## config.mk

```make
export PLATFORM = sky130hd
export DESIGN_NAME = vgafb_fifo_downsize
export DESIGN_NICKNAME = d
export VERILOG_FILES = /design/src/rtl/vgafb_fifo_downsize_pkg.sv /design/src/rtl/vgafb_fifo_slice_sel.sv /design/src/rtl/vgafb_fifo_downsize.sv
export SDC_FILE = /design/constraint.sdc
export NUM_CORES = 1
export LEC_CHECK = 0
export BUFFER_PORTS_ARGS = -buffer_cell sky130_fd_sc_hd__buf_2
export CAP_MARGIN = 10
export CORE_MARGIN = 8
export CORE_UTILIZATION = 60
export DETAILED_ROUTE_END_ITERATION = 16
export PLACE_DENSITY = 0.81
export REMOVE_ABC_BUFFERS = 1
export SLEW_MARGIN = 30
export SYNTH_ARGS = -nofsm -noshare
export SYNTH_HDL_FRONTEND = slang
export SYNTH_SLANG_ARGS = --single-unit
```

## constraint.sdc

```tcl
create_clock -name sys_clk -period 4.9 [get_ports sys_clk]
set_clock_uncertainty 0.2 [all_clocks]
set_input_delay 0.98 -clock sys_clk [delete_from_list [all_inputs] [get_ports sys_clk]]
set_output_delay 0.98 -clock sys_clk [all_outputs]
set_load 0.01 [all_outputs]
```

## src/rtl/vgafb_fifo_downsize_pkg.sv

```systemverilog
// vgafb_fifo_downsize_pkg
//   Shared definitions for the vgafb width-converting FIFOs.
//   - VGAFB_MSB_FIRST / VGAFB_LSB_FIRST : sub-word order encodings for lsb_first
//   - vgafb_clog2                       : ceiling log2, usable in parameter expressions
//   - vgafb_level_width                 : width of an occupancy counter that must hold
//                                         0..DEPTH*R inclusive (hence the extra bit)
package vgafb_fifo_downsize_pkg;

  localparam logic VGAFB_MSB_FIRST = 1'b0;
  localparam logic VGAFB_LSB_FIRST = 1'b1;

  function automatic int vgafb_clog2(input int value);
    int result;
    result = 0;
    while ((1 << result) < value) begin
      result = result + 1;
    end
    return result;
  endfunction

  function automatic int vgafb_level_width(input int depth_log2, input int ratio);
    return depth_log2 + vgafb_clog2(ratio) + 1;
  endfunction

endpackage

```

## src/rtl/vgafb_fifo_slice_sel.sv

```systemverilog
// vgafb_fifo_slice_sel
//   Combinational IW -> OW slice multiplexer shared by the vgafb width converters.
//   Ports:
//     word      in  IW        full-width word to split
//     idx       in  log2(R)   sub-word index, 0 = first slice delivered
//     lsb_first in  1         0: slice 0 is the most-significant OW bits, 1: least-significant
//     slice     out OW        selected sub-word
module vgafb_fifo_slice_sel
  import vgafb_fifo_downsize_pkg::*;
#(
  parameter int IW = 32,
  parameter int OW = 16
) (
  input  logic [IW-1:0]                    word,
  input  logic [vgafb_clog2(IW/OW)-1:0]    idx,
  input  logic                             lsb_first,
  output logic [OW-1:0]                    slice
);

  localparam int RL = vgafb_clog2(IW / OW);

  // Physical slice position counted from the LSB. With R a power of two,
  // R-1-idx is simply the bitwise complement of idx.
  logic [RL-1:0] pos;

  assign pos   = (lsb_first == VGAFB_LSB_FIRST) ? idx : ~idx;
  assign slice = word[int'(pos) * OW +: OW];

endmodule

```

## src/rtl/vgafb_fifo_downsize.sv

```systemverilog
// vgafb_fifo_downsize
//   Width-reducing FIFO between the vgafb DMA master and the pixel pipeline.
//   IW-bit words are stored whole and handed out as R = IW/OW narrower words,
//   one per pop, in a selectable sub-word order.
//   Ports:
//     sys_clk    in   1    clock, rising edge
//     vga_rst    in   1    asynchronous active-high reset
//     flush      in   1    synchronous clear of pointers, level and flags
//     lsb_first  in   1    sub-word order (keep static while level != 0)
//     stb        in   1    write di this cycle
//     di         in   IW   input word
//     can_burst  out  1    room for a full BURST_WORDS burst
//     do_valid   out  1    do_data holds valid data
//     do_data    out  OW   current output word ("do" is a reserved word in SystemVerilog)
//     next       in   1    pop the current output word
//     level      out  LW   occupancy in OW words, 0..DEPTH*R
//     overflow   out  1    sticky: write attempted while full
//     underflow  out  1    sticky: pop attempted while empty
module vgafb_fifo_downsize
  import vgafb_fifo_downsize_pkg::*;
#(
  parameter int IW          = 32,
  parameter int OW          = 16,
  parameter int DEPTH_LOG2  = 4,
  parameter int BURST_WORDS = 4
) (
  input  logic                                              sys_clk,
  input  logic                                              vga_rst,
  input  logic                                              flush,
  input  logic                                              lsb_first,
  input  logic                                              stb,
  input  logic [IW-1:0]                                     di,
  output logic                                              can_burst,
  output logic                                              do_valid,
  output logic [OW-1:0]                                     do_data,
  input  logic                                              next,
  output logic [vgafb_level_width(DEPTH_LOG2, IW/OW)-1:0]   level,
  output logic                                              overflow,
  output logic                                              underflow
);

  localparam int R     = IW / OW;
  localparam int RL    = vgafb_clog2(R);
  localparam int DEPTH = 1 << DEPTH_LOG2;
  localparam int LW    = vgafb_level_width(DEPTH_LOG2, R);
  localparam int CW    = DEPTH_LOG2 + RL;

  localparam logic [LW-1:0] FULL_LIMIT  = LW'(DEPTH * R - R);
  localparam logic [LW-1:0] BURST_LIMIT = LW'(DEPTH * R - BURST_WORDS * R);
  localparam logic [LW-1:0] RATIO       = LW'(R);

  if ((IW % OW) != 0 || R < 2 || (R & (R - 1)) != 0 ||
      BURST_WORDS < 1 || BURST_WORDS > DEPTH) begin : g_bad_params
    $error("vgafb_fifo_downsize: IW/OW must be a power of two >= 2 and 1 <= BURST_WORDS <= DEPTH");
  end

  logic [IW-1:0]         mem [DEPTH];
  logic [DEPTH_LOG2-1:0] produce;
  logic [CW-1:0]         consume;
  logic                  full;
  logic                  empty;
  logic                  wr_ok;
  logic                  rd_ok;
  logic [LW-1:0]         level_nxt;
  logic [OW-1:0]         slice;

  // Full means less than one whole free entry; the check uses the registered
  // level, so a same-cycle pop never makes room for a write.
  assign full  = level > FULL_LIMIT;
  assign empty = level == '0;

  // flush dominates both strobes for the cycle it is high.
  assign wr_ok = stb  && !full  && !flush;
  assign rd_ok = next && !empty && !flush;

  always_comb begin
    level_nxt = level;
    if (wr_ok) level_nxt = level_nxt + RATIO;
    if (rd_ok) level_nxt = level_nxt - 1'b1;
  end

  // Storage carries no reset; it is only meaningful behind the level count.
  always_ff @(posedge sys_clk) begin
    if (wr_ok && !vga_rst) mem[produce] <= di;
  end

  // Pointers wrap naturally at their widths; level disambiguates full/empty.
  always_ff @(posedge sys_clk or posedge vga_rst) begin
    if (vga_rst) begin
      produce   <= '0;
      consume   <= '0;
      level     <= '0;
      overflow  <= 1'b0;
      underflow <= 1'b0;
    end else if (flush) begin
      produce   <= '0;
      consume   <= '0;
      level     <= '0;
      overflow  <= 1'b0;
      underflow <= 1'b0;
    end else begin
      if (wr_ok) produce <= produce + 1'b1;
      if (rd_ok) consume <= consume + 1'b1;
      level <= level_nxt;
      if (stb && full)   overflow  <= 1'b1;
      if (next && empty) underflow <= 1'b1;
    end
  end

  // Upper consume bits pick the entry, low bits pick the slice within it.
  vgafb_fifo_slice_sel #(
    .IW (IW),
    .OW (OW)
  ) u_slice_sel (
    .word      (mem[consume[CW-1:RL]]),
    .idx       (consume[RL-1:0]),
    .lsb_first (lsb_first),
    .slice     (slice)
  );

  assign do_valid  = !empty;
  assign do_data   = do_valid ? slice : '0;
  assign can_burst = level <= BURST_LIMIT;

endmodule
```

=== After elaboration in Yosys (flattened, before gate mapping) ===
Memory sizes are Yosys's and may differ from the RTL's.
Cells that the tools add are included.

* $lt $le $gt $ge: 2
* Bitwise gates (word level): 1
* Reductions and logical operators: 16
* Multiplexer cells: 15
* Shift-type cells: 1
* Add/subtract/negate cells: 4

{| class="wikitable"
|+ Operator list
! kind !! number
|-
| 32-bit by 6-bit indexed part select with 16-bit output || 1
|-
| 6-bit 2-to-1 mux || 3
|-
| 16-bit 2-to-1 mux || 1
|-
| 5-bit 2-to-1 mux || 2
|-
| 4-bit 2-to-1 mux || 2
|-
| 2-bit nonzero test || 4
|-
| 1-bit logical AND || 7
|-
| 1-bit 2-to-1 mux || 7
|-
| 6-bit by 2-bit adder with 6-bit output, second input constant || 1
|-
| 6-bit by 5-bit greater-than comparator with 1-bit output, second input constant || 1
|-
| 6-bit by 5-bit <= comparator with 1-bit output, second input constant || 1
|-
| 6-bit logical NOT || 1
|-
| 6-bit by 1-bit subtractor with 6-bit output, second input constant || 1
|-
| 5-bit by 1-bit adder with 5-bit output, second input constant || 1
|-
| 4-bit by 1-bit adder with 4-bit output, second input constant || 1
|-
| 1-bit logical NOT || 4
|-
| 1-bit NOT || 1
|}

* Input bits: 38
* Memories: 1
* Memory bits (writable): 512
* Word-level logic and storage cells: 45
* Output and inout port bits: 26
* Bits in registers: 17

{| class="wikitable"
|+ Memory list
! name !! words !! width !! rd ports !! clocked after Yosys merged registers in !! wr ports !! RTL line !! RTL
|-
| mem || 16 || 32 || 1 || 0 || 1 || vgafb_fifo_downsize.sv:57 || <nowiki>logic [IW-1:0] mem [DEPTH];</nowiki>
|}

=== Logic depth before layout (Yosys ltp) ===
Gate-level depths: netlist (run 1).

* Word-level depth: 8
* Depth in mapped cells: 8
* Gate-level depth less buffers: 8

=== Cells and area by module ===
Synthesis (run 1) repeated with hierarchy kept, for this count alone.

* Cells, all modules: 879
* Area, all modules: 20666.1 um^2

{| class="wikitable"
|+ Modules (own cells, without submodules)
! module !! sequential area each (um^2) !! cells each !! area an instance (um^2) !! instances
|-
| vgafb_fifo_downsize || 15800.2 || 861 || 20458.4 || 1
|-
| vgafb_fifo_slice_sel || 0.0 || 18 || 207.7 || 1
|}

=== Least setup slack after synthesis (run 1) ===
OpenSTA, ideal clock, no wires.

* Path kind: input -> output
* Start point: in lsb_first
* End point: out do_data[14]
* Path slack: 1.604 ns
* Arrival time: 2.116 ns
* Path buffers: 2
* Cell stages on the path: 6
* Data required time: 3.720 ns
* Cells stage by stage: xor2_1 > nand2b_1 > clkbuf_1 > clkbuf_1 > o22ai_1 > nor3_1

* Cells in the longest elaborated chain, start to end: 3

{| class="wikitable"
|+ RTL lines
! item !! RTL line !! RTL
|-
| start: declaration || vgafb_fifo_downsize.sv:30 || <nowiki>input logic lsb_first,</nowiki>
|-
| 1-bit 2-to-1 mux || vgafb_fifo_slice_sel.sv:26 || <nowiki>assign pos = (lsb_first == VGAFB_LSB_FIRST) ? idx : ~idx;</nowiki>
|-
| 32-bit by 6-bit indexed part select with 16-bit output || vgafb_fifo_slice_sel.sv:27 || <nowiki>assign slice = word[int'(pos) * OW +: OW];</nowiki>
|-
| 16-bit 2-to-1 mux || vgafb_fifo_downsize.sv:122 || <nowiki>assign do_data = do_valid ? slice : '0;</nowiki>
|-
| end: declaration || vgafb_fifo_downsize.sv:35 || <nowiki>output logic [OW-1:0] do_data,</nowiki>
|}

No other way between the ends.

=== Final worst setup path (run 1) ===
* Start point: reg level[5]
* End point: out do_data[7]

* Cells in the longest elaborated chain, start to end: 2

{| class="wikitable"
|+ RTL lines
! item !! RTL line !! RTL
|-
| start: declaration || vgafb_fifo_downsize.sv:37 || <nowiki>output logic [vgafb_level_width(DEPTH_LOG2, IW/OW)-1:0] level,</nowiki>
|-
| start signal: assignment || vgafb_fifo_downsize.sv:104 || <nowiki>level <= level_nxt;</nowiki>
|-
| 6-bit logical NOT || vgafb_fifo_downsize.sv:70 || <nowiki>assign empty = level == '0;</nowiki>
|-
| 16-bit 2-to-1 mux || vgafb_fifo_downsize.sv:122 ||
|}

No other way between the ends.

==> metrics.md, run 1 <==
| Metric | Value |
|---|---|
| Run status | `completed` |
| CP delay by family, top | `simple AND/OR/NAND/NOR gates` |
| Top post-synthesis cells by count | `edfxtp_1 (512), mux4_2 (128), mux2_2 (49), clkbuf_1 (27), a211oi_1 (18)` |
| I/O pin count | `64` |
| Clk sinks | `529` |
| Mapped cell area | `20670 sq um` |
| Clock H-tree levels | `2` |
| Worst R2R Start | `level[5]` |
| Number of buffers created by CTS | `52` |
| Total Routing Usage GR | `22.14%` |
| Latest clock arrival within the worst-skew pair | `570 ps` |
| Crit path buffers/inverters | `1` |
| Die Wd | `201.6 um` |
| Crit Path Max Fanout | `17` |
| Final cell count without fillers | `1542` |
| Final wirelength | `45.09 mm` |
| Initial DRC Count | `1075` |
| Wire per inst | `29.24 um` |
| Slew margin rel. | `32.46%` |
| Postcts setup bufs | `0` |
| Post-synth EDFFs | `512` |
| Switch share | `24.81%` |
| Synth Warn # | `0` |
| Final hold vios | `0` |
| WP data required | `3720 ps` |
| Initial Util | `60.43%` |
| Worst Setup SP | `level[5]` |
| Worst path cell trace | `nor4_1 > nand2_1 > o21ai_0 > nor3_1 > buf_2` |
| Clk pwr share | `37.9%` |
| Syn_area_per_cell | `21.83 sq um` |
| Post-synth top area share | `74.39%` |
| Setup violations, final | `0` |
| Count of max-cap constraint violations | `0` |
| Die extent in y | `201.6 um` |
| Area Growth Syn to Fin | `13.08%` |
| WHS | `269.2 ps` |
| Tightest Hold Check Type | `primary input to async pin` |
| Seq/Total Area, Yosys | `76.45%` |
| Worst-case clock buffer depth | `3` |
| Tmin final | `4508 ps` |
| Core area | `34200 sq um` |
| Arrival @ worst endpoint | `3330 ps` |
| Hpwl dp | `24.23 mm` |
| Worst-path clk slew | `60 ps` |
| Routability Congestion | `0.8020` |
| Top-count cell post-synth | `edfxtp_1` |
| Final cycle utilization of the critical path | `92.01%` |
| Ratio of cells with drive above 1 in the final layout | `33.70%` |
| Seq cells post-synth | `529` |
| CP max stage delay | `820 ps` |
| Largest net degree at the start of global routing | `58` |
| Number of global-route vias before repair | `10570` |
| Fmax achieved | `221.8 MHz` |
| Num rows | `68` |
| Combinational share of power | `12.2%` |
| Reg power frac | `49.8%` |
| Post-synth top area cell | `edfxtp_1` |
| Final Max Tran Viols | `0` |
| Via/cell ratio | `6.530` |
| Overall Power | `0.01033 W` |
| DRC errors left | `0` |
| Root buffer cell | `clkbuf_16` |
| Nets | `1093` |
| RSZ-0062 raised after global routing | `false` |
| CTS tree | `done` |
| Slew @ Worst Pin | `1011 ps` |
| Net Sw Power | `0.002562 W` |
| Resized cells post-CTS | `0` |
| Buffers on Ports | `63` |
| Placed Instances | `1448` |
| Initial antenna violation count | `1` |
| Cts hold-fix bufs | `0` |
| Post-synth ARST share | `3.214%` |
| Crit path capture type | `primary output` |
| Die area | `40640 sq um` |
| Unique masters post-synth | `39` |
| Mapped Cells | `947` |
| Setup crit start kind | `flop` |
| Commonest register cell after synthesis | `edfxtp_1` |
| Vias post-DR | `10070` |
| PD cells | `441.8 nW/um^2` |
| Fill count | `2078` |
| Leak pwr | `7.344 nW` |
| Placed Area | `21700 sq um` |
| Pre-antenna DRT Iters | `5` |
| Antenna-violating nets left | `0` |
| Multi-input logic area | `4668 sq um` |
| FF/Latch Area | `15810 sq um` |
| First-pass GRT wire length | `67.14 mm` |
| Max rail drop VDD | `385.8 uV` |
| Power Internal | `0.007764 W` |
| WS Path Type | `flop to primary output` |
| Synth top area cells | `edfxtp_1 (74%), mux4_2 (14%), mux2_2 (2.7%), dfrtp_1 (2.1%), a211oi_1 (0.65%)` |
| Final instance area | `23370 sq um` |
| Grt total ovfl | `0` |
| Slowest cell on crit path | `nand2_1` |
path summary, 6_finish.rpt:
path                              endpoint  slack, ps  depth (start not counted)
worst max-delay path            do_data[7]        390                          5
worst min-delay path            produce[1]        270                          3
worst max register to register   mem[5][8]       1790                          5
worst min register to register    overflow        310                          2
max in group asynchronous       consume[1]       4000                          3
min in group sys_clk              overflow        310                          2
power groups by stage:
stage / clock network [W] / logic [W] / registers, W
2_1_floorplan: 0 / 0.000672 / 0.00523
3_3_place_gp: 0 / 0.00122 / 0.00524
3_5_place_dp: 0 / 0.00124 / 0.00524
4_1_cts: 0.00395 / 0.00126 / 0.00515
5_1_grt: 0.00412 / 0.00137 / 0.00515
6_report: 0.00392 / 0.00126 / 0.00515
state kept, by name (all words and copies together), names as in the netlist:
name and count:
produce 4, consume 5, overflow 1, underflow 1
mem 512, level 6
stage by stage:
| step | TNS, ps | utilization [%] | setup slack (ps) |
|---|---|---|---|
| floorplan | -41500 | - | -2442 |
| global placement | 0 | 63.44 | 1112 |
| detailed placement | 0 | 63.44 | 1076 |
| CTS | 0 | 68.33 | 408.5 |
| global route | 0 | 68.33 | 197.6 |
| finish | 0 | 68.33 | 391.7 |
cell usage in the layout (no fill, tap or decap), drive strengths merged, types with 18 or more instances in the layout:
| master | instances |
|---|---|
| clkinv | 21 |
| mux2 | 50 |
| clkbuf | 63 |
| edfxtp | 512 |
| a211oi | 18 |
| mux4 | 128 |
| buf | 92 |
area by class of cell:
class / count / share of cell area [%]
flip-flops and latches: 529 / 67.65
multi-input cells: 364 / 19.97
clock buffers: 63 / 5.926
repair buffers: 92 / 2.655
well taps: 455 / 2.436
clock inverters: 30 / 1.221
inverters: 8 / 0.1285
diodes: 1 / 0.01071
worst min-delay path: stages:
cell and delay (ps):
buf_2 130, inv_1 60, buf_4 240
metal layers:
layer | part of all wire (%) | track usage [%] | vias up
met5 | 0 | 0 | -
met4 | 3.1 | 7.566 | 0
met3 | 8.4 | 4.358 | 105
met2 | 50 | 36.96 | 543
met1 | 38 | 29.10 | 5255
li1 | - | - | 4166
kinds of logic after synthesis:
group / count (synthesis) / synth area share, %
adder cells (fa/ha/maj): 8 / 0.4843
AO/OA/AOI/OAI: 68 / 2.143
buffers and inverters: 54 / 1.078
multiplexers: 179 / 16.74
flip-flops: 529 / 76.45
AND/OR/NAND/NOR: 97 / 2.603
XOR/XNOR: 12 / 0.5085
Note: power is estimated with default switching activity, not from simulation.
==> run 2, diff against run 1 <==
Settings changed: GPL_TIMING_DRIVEN from default to 0.
==> run 2 against run 1 <==
Compared with the run above: routed wire length down 1.8%; setup slack worse by 28 ps; clock-buffer cell count rose by 1; maximum frequency is 0.61% lower; flip-flop and latch count unchanged.
==> metrics.md, run 2 (synthesis gave the netlist of run 1 again) <==
| Metric | Value |
|---|---|
| Run status | `completed` |
| Tmin final | `4536 ps` |
| Root buffer cell | `clkbuf_16` |
| Worst path cell trace | `buf_16 > buf_12 > buf_16 > mux4_2 > mux2_2 > o22ai_1 > nor3_1 > buf_2` |
| Switch share | `24.78%` |
| Slowest cell on crit path | `dfrtp_4` |
| Area Growth Syn to Fin | `12.36%` |
| Total Routing Usage GR | `21.61%` |
| Max rail drop VDD | `504.0 uV` |
| I/O pin count | `64` |
| Antenna-violating nets left | `0` |
| Initial Util | `60.43%` |
| Cells on Worst Hold Path | `2` |
| Fill count | `2060` |
| Hold Startpoint | `overflow` |
| Final instance area | `23220 sq um` |
| Final wirelength | `44.26 mm` |
| Crit Path Max Fanout | `32` |
| First-pass GRT wire length | `65.85 mm` |
| DRC errors left | `0` |
| Largest net degree at the start of global routing | `47` |
| Reg2reg setup slack | `2000 ps` |
| WP data required | `3720 ps` |
| Net Sw Power | `0.002510 W` |
| PD cells | `436.1 nW/um^2` |
| Final Max Tran Viols | `0` |
| Placed Instances | `1426` |
| Commonest non-fill, non-tap cell in the layout | `edfxtp_1` |
| Grt total ovfl | `0` |
| Clock H-tree levels | `2` |
| Largest Register | `mem` |
| Routability Congestion | `0.7665` |
| CP max stage delay | `690 ps` |
| Hpwl dp | `20.82 mm` |
| Final setup TNS | `0 ps` |
| CP delay by family, top | `buffers and inverters` |
| Via/cell ratio | `6.597` |
| Arrival @ worst endpoint | `3360 ps` |
| Core area | `34200 sq um` |
| Buffers on Ports | `63` |
| Count of max-cap constraint violations | `0` |
| Vias post-DR | `10020` |
| Ratio of cells with drive above 1 in the final layout | `32.46%` |
| Crit path buffers/inverters | `4` |
| Number of buffers created by CTS | `51` |
| Number of global-route vias before repair | `10590` |
| Wire per inst | `29.13 um` |
| Hold Path Sink | `overflow` |
| Register-to-Register Path Depth | `4` |
| RSZ-0062 raised after global routing | `false` |
| Commonest cells after routing, fill and taps aside | `edfxtp_1 (512), mux4_2 (128), buf_2 (63), clkbuf_16 (52), mux2_2 (49)` |
| Clk pwr share | `36.8%` |
| Clk sinks | `529` |
| Power Internal | `0.007619 W` |
| Overall Power | `0.01013 W` |
| Max reg flops | `512` |
| Placed Area | `21620 sq um` |
| Setup violations, final | `0` |
| Crit-path most repeated cell | `buf_16` |
| Leak pwr | `7.215 nW` |
| RR Endpoint | `mem[4][2]` |
| Num rows | `68` |
| Reg power frac | `50.6%` |
| Slew @ Worst Pin | `859.5 ps` |
| Setup crit start kind | `flop` |
| Crit path capture type | `primary output` |
| Worst-path clk slew | `60 ps` |
| Latest clock arrival within the worst-skew pair | `550 ps` |
| Initial antenna violation count | `3` |
| Die Wd | `201.6 um` |
| Initial DRC Count | `1053` |
| Final cycle utilization of the critical path | `92.57%` |
| Tightest Hold Check Type | `flop to flop` |
| CTS tree | `done` |
| Die extent in y | `201.6 um` |
| Leading registers by flop count | `mem x512, level x6, consume x5` |
| Fmax achieved | `220.5 MHz` |
| Final cell count without fillers | `1519` |
| Nets | `1071` |
| Final hold vios | `0` |
| Combinational share of power | `12.6%` |
| Pre-antenna DRT Iters | `5` |
| Resized cells post-CTS | `0` |
| Slew margin rel. | `42.17%` |
| Worst-case clock buffer depth | `3` |
| Worst R2R Start | `level[5]` |
| WS Path Type | `flop to primary output` |
| Die area | `40640 sq um` |
==> run 2: cell count changes in the layout (fill, tap and decap cells not counted), sizes merged <==
cell / delta
bufinv: -2
clkbuf: +1
inv: -1
clkinvlp: -1
buf: -21
clkinv: +1
==> run 2: worst max-delay path by stage <==
stage	from	depth (start not counted)	slack, ps	to
6_report	consume[2]	8	360	do_data[4]
5_1_grt	consume[2]	8	160	do_data[4]
2_1_floorplan	consume[2]	4	-2440	do_data[0]
4_1_cts	consume[2]	8	130	do_data[4]
3_3_place_gp	consume[2]	5	-4740	do_data[11]
3_5_place_dp	consume[2]	8	730	do_data[4]
==> run 2: cell type report <==
cell class / instances / area (sq um) / share of cell area, %
Sequential cell: 529 / 15810 / 68.08
Inverter: 8 / 30.03 / 0.1293
Timing Repair Buffer: 71 / 520.5 / 2.241
Tap cell: 455 / 569.3 / 2.451
Antenna cell: 1 / 2.502 / 0.01078
Clock buffer: 64 / 1366 / 5.883
Multi-Input combinational cell: 364 / 4708 / 20.27
Clock inverter: 27 / 215.2 / 0.9267
==> run 2: through the flow <==
stage          setup slack (ps)  util (%)  hold WS [ps]
4_1_cts                   126.0     67.83         305.5
5_1_grt                   160.9     67.89         339.0
2_1_floorplan             -2442         -         326.3
3_3_place_gp              -4739     62.45         281.3
3_5_place_dp              728.6     63.21         288.9
6_report                  363.9     67.90         309.1
==> run 2: timing repair <==
item | CTS | global route
hold buffers | 0 | 0
setup buffers | 0 | 1
endpoints found under the setup margin | 0 | 1
==> run 2: per-layer routing <==
layer	track usage, %	vias up	wire (um)
li1	-	4129	-
met1	28.74	5266	17150
met2	36.99	540	22690
met3	3.619	84	3437
met4	5.635	2	974
met5	0	-	11
==> run 2: worst register-to-register path: stages, from the launching register on <==
cell	delay [ps]
dfrtp_1	470
nor3b_4	380
nand2_1	150
nor4b_1	600
and2_4	690
==> run 2: power groups by stage <==
stage	sequential [W]	combinational (W)	clock, W
floorplan	0.00523	0.000672	0
CTS	0.00513	0.00128	0.00375
detailed placement	0.00522	0.00126	0
finish	0.00513	0.00127	0.00373
global route	0.00514	0.00137	0.00392
global placement	0.00526	0.00121	0
==> run 3, diff against run 2 <==
Settings changed: CORE_UTILIZATION 60 to 50, PLACE_DENSITY 0.81 to 0.7.
==> run 3 against run 2 <==
Compared with the run above: first-iteration DRC count is 26% lower; clock-buffer cell count is 12 higher; non-clock buffer count is 2 higher; sequential power hardly changed; sequential share of layout area is 0.39 points lower; largest power group unchanged.
==> metrics.md, run 3 (synthesis gave the netlist of run 1 again) <==
| Metric | Value |
|---|---|
| Reg2reg setup slack | `1900 ps` |
| Count of max-cap constraint violations | `0` |
| First-pass GRT wire length | `62.62 mm` |
| WS Path Type | `flop to primary output` |
| Tightest Hold Check Type | `flop to flop` |
| PD cells | `434.7 nW/um^2` |
| Cts hold-fix bufs | `0` |
| Arrival @ worst endpoint | `3040 ps` |
| Multi-input logic area | `4708 sq um` |
| Worst R2R Start | `level[1]` |
| Initial DRC Count | `774` |
| Worst setup path endpoint | `do_data[13]` |
| Area Growth Syn to Fin | `13.01%` |
| Crit Path Max Fanout | `27` |
| Tmin final | `4215 ps` |
| Num rows | `74` |
| Largest Register | `mem` |
| Initial antenna violation count | `3` |
| Commonest cells after routing, fill and taps aside | `edfxtp_1 (512), mux4_2 (128), buf_2 (63), clkbuf_16 (53), mux2_2 (49)` |
| Buffers on Ports | `63` |
| Slew @ Worst Pin | `829.3 ps` |
| Setup ws final | `684.8 ps` |
| Number of buffers created by CTS | `52` |
| Postcts setup bufs | `0` |
| Final Max Tran Viols | `0` |
| Nets | `1074` |
| Latest clock arrival within the worst-skew pair | `580 ps` |
| Worst path cell trace | `buf_16 > buf_12 > mux4_2 > mux2_2 > o21ai_0 > nor3_1 > buf_2` |
| Final hold vios | `0` |
| Pre-antenna DRT Iters | `5` |
| Leak pwr | `7.231 nW` |
| Ratio of cells with drive above 1 in the final layout | `32.74%` |
| I/O pin count | `64` |
| Fill count | `2941` |
| Final wirelength | `41.62 mm` |
| Resized cells post-CTS | `0` |
| RSZ-0062 raised after global routing | `false` |
| Final setup TNS | `0 ps` |
| Final cycle utilization of the critical path | `86.02%` |
| Slowest cell on crit path | `mux4_2` |
| Antenna-violating nets left | `0` |
| Setup violations, final | `0` |
| FF/Latch Area | `15810 sq um` |
| Net Sw Power | `0.002506 W` |
| Switch share | `24.68%` |
| WP data required | `3720 ps` |
| Die Wd | `219.3 um` |
| Setup crit start kind | `flop` |
| Worst Setup SP | `consume[2]` |
| Via/cell ratio | `6.020` |
| Crit path capture type | `primary output` |
| Max rail drop VDD | `433.3 uV` |
| Fmax achieved | `237.2 MHz` |
| Clock H-tree levels | `2` |
| Vias post-DR | `9632` |
| CTS tree | `done` |
| Hpwl dp | `20.78 mm` |
| Root buffer cell | `clkbuf_16` |
| Routability Congestion | `0.7628` |
| Overall Power | `0.01015 W` |
| DRC errors left | `0` |
| Die area | `48100 sq um` |
| Run status | `completed` |
| Dpl ws | `1039 ps` |
| Commonest non-fill, non-tap cell in the layout | `edfxtp_1` |
| Slew margin rel. | `44.38%` |
| Number of global-route vias before repair | `10040` |
| Largest net degree at the start of global routing | `44` |
| Grt total ovfl | `0` |
| Core area | `40830 sq um` |
| RR Endpoint | `mem[5][7]` |
| Register-to-Register Path Depth | `5` |
| Clk pwr share | `36.9%` |
| Wire per inst | `26.01 um` |
| Leading registers by flop count | `mem x512, level x6, consume x5` |
| Worst-case clock buffer depth | `3` |
| Die extent in y | `219.3 um` |
| Initial Util | `50.62%` |
| Clk sinks | `529` |
| Worst-path clk slew | `60 ps` |
| CP max stage delay | `540 ps` |
| Reg power frac | `50.3%` |
| Total Routing Usage GR | `17.60%` |
| Combinational share of power | `12.8%` |
| Power Internal | `0.007648 W` |
| Max reg flops | `512` |
[run 3: per-stage QoR]
stage / hold slack [ps] / util [%] / area [sq um] / std cells
floorplan: 326.3 / - / 20480 / 901
global placement: 283.1 / 52.55 / 21460 / 1496
detailed placement: 290.4 / 53.28 / 21750 / 1506
CTS: 306.4 / 57.19 / 23350 / 1598
global route: 339.8 / 57.19 / 23350 / 1598
finish: 308.0 / 57.20 / 23360 / 1600
[run 3: final cells by class]
cell class	instances	share of cell area (%)
flip-flops and latches	529	67.69
multi-input cells	364	20.16
clock buffers	76	6.391
well taps	532	2.850
repair buffers	73	2.303
clock inverters	16	0.4553
inverters	8	0.1286
diodes	2	0.02143
[run 3: how the worst min path moves through the flow]
stage / start / to / cells past startpoint
after global placement: overflow / overflow / 2
after detailed placement: overflow / overflow / 2
after global routing: overflow / overflow / 2
after CTS: overflow / overflow / 2
after floorplan: overflow / overflow / 2
final: overflow / overflow / 2
[run 3: critical path, delay by kind of cell, from the launching register on]
kind	cells	cell delay [ps]
mux	2	810
buf+inv	3	690
flops	1	530
compound gates	1	250
simple gates	1	120
[run 3: power by group through the flow]
stage / combinational, W / sequential (W) / clock (W)
after floorplan: 0.000672 / 0.00523 / 0
after global placement: 0.00124 / 0.00527 / 0
after detailed placement: 0.00132 / 0.00520 / 0
after CTS: 0.00132 / 0.00511 / 0.00382
after global routing: 0.00142 / 0.00512 / 0.00396
final: 0.00130 / 0.00511 / 0.00374
[run 3: metal layers]
| layer | GRT usage (%) | share of wire [%] | vias to the layer above |
|---|---|---|---|
| met2 | 27.43 | 48 | 296 |
| met1 | 25.07 | 44 | 5119 |
| met5 | 0 | 0.067 | - |
| li1 | - | - | 4134 |
| met4 | 5.716 | 2.6 | 4 |
| met3 | 3.277 | 6.1 | 79 |
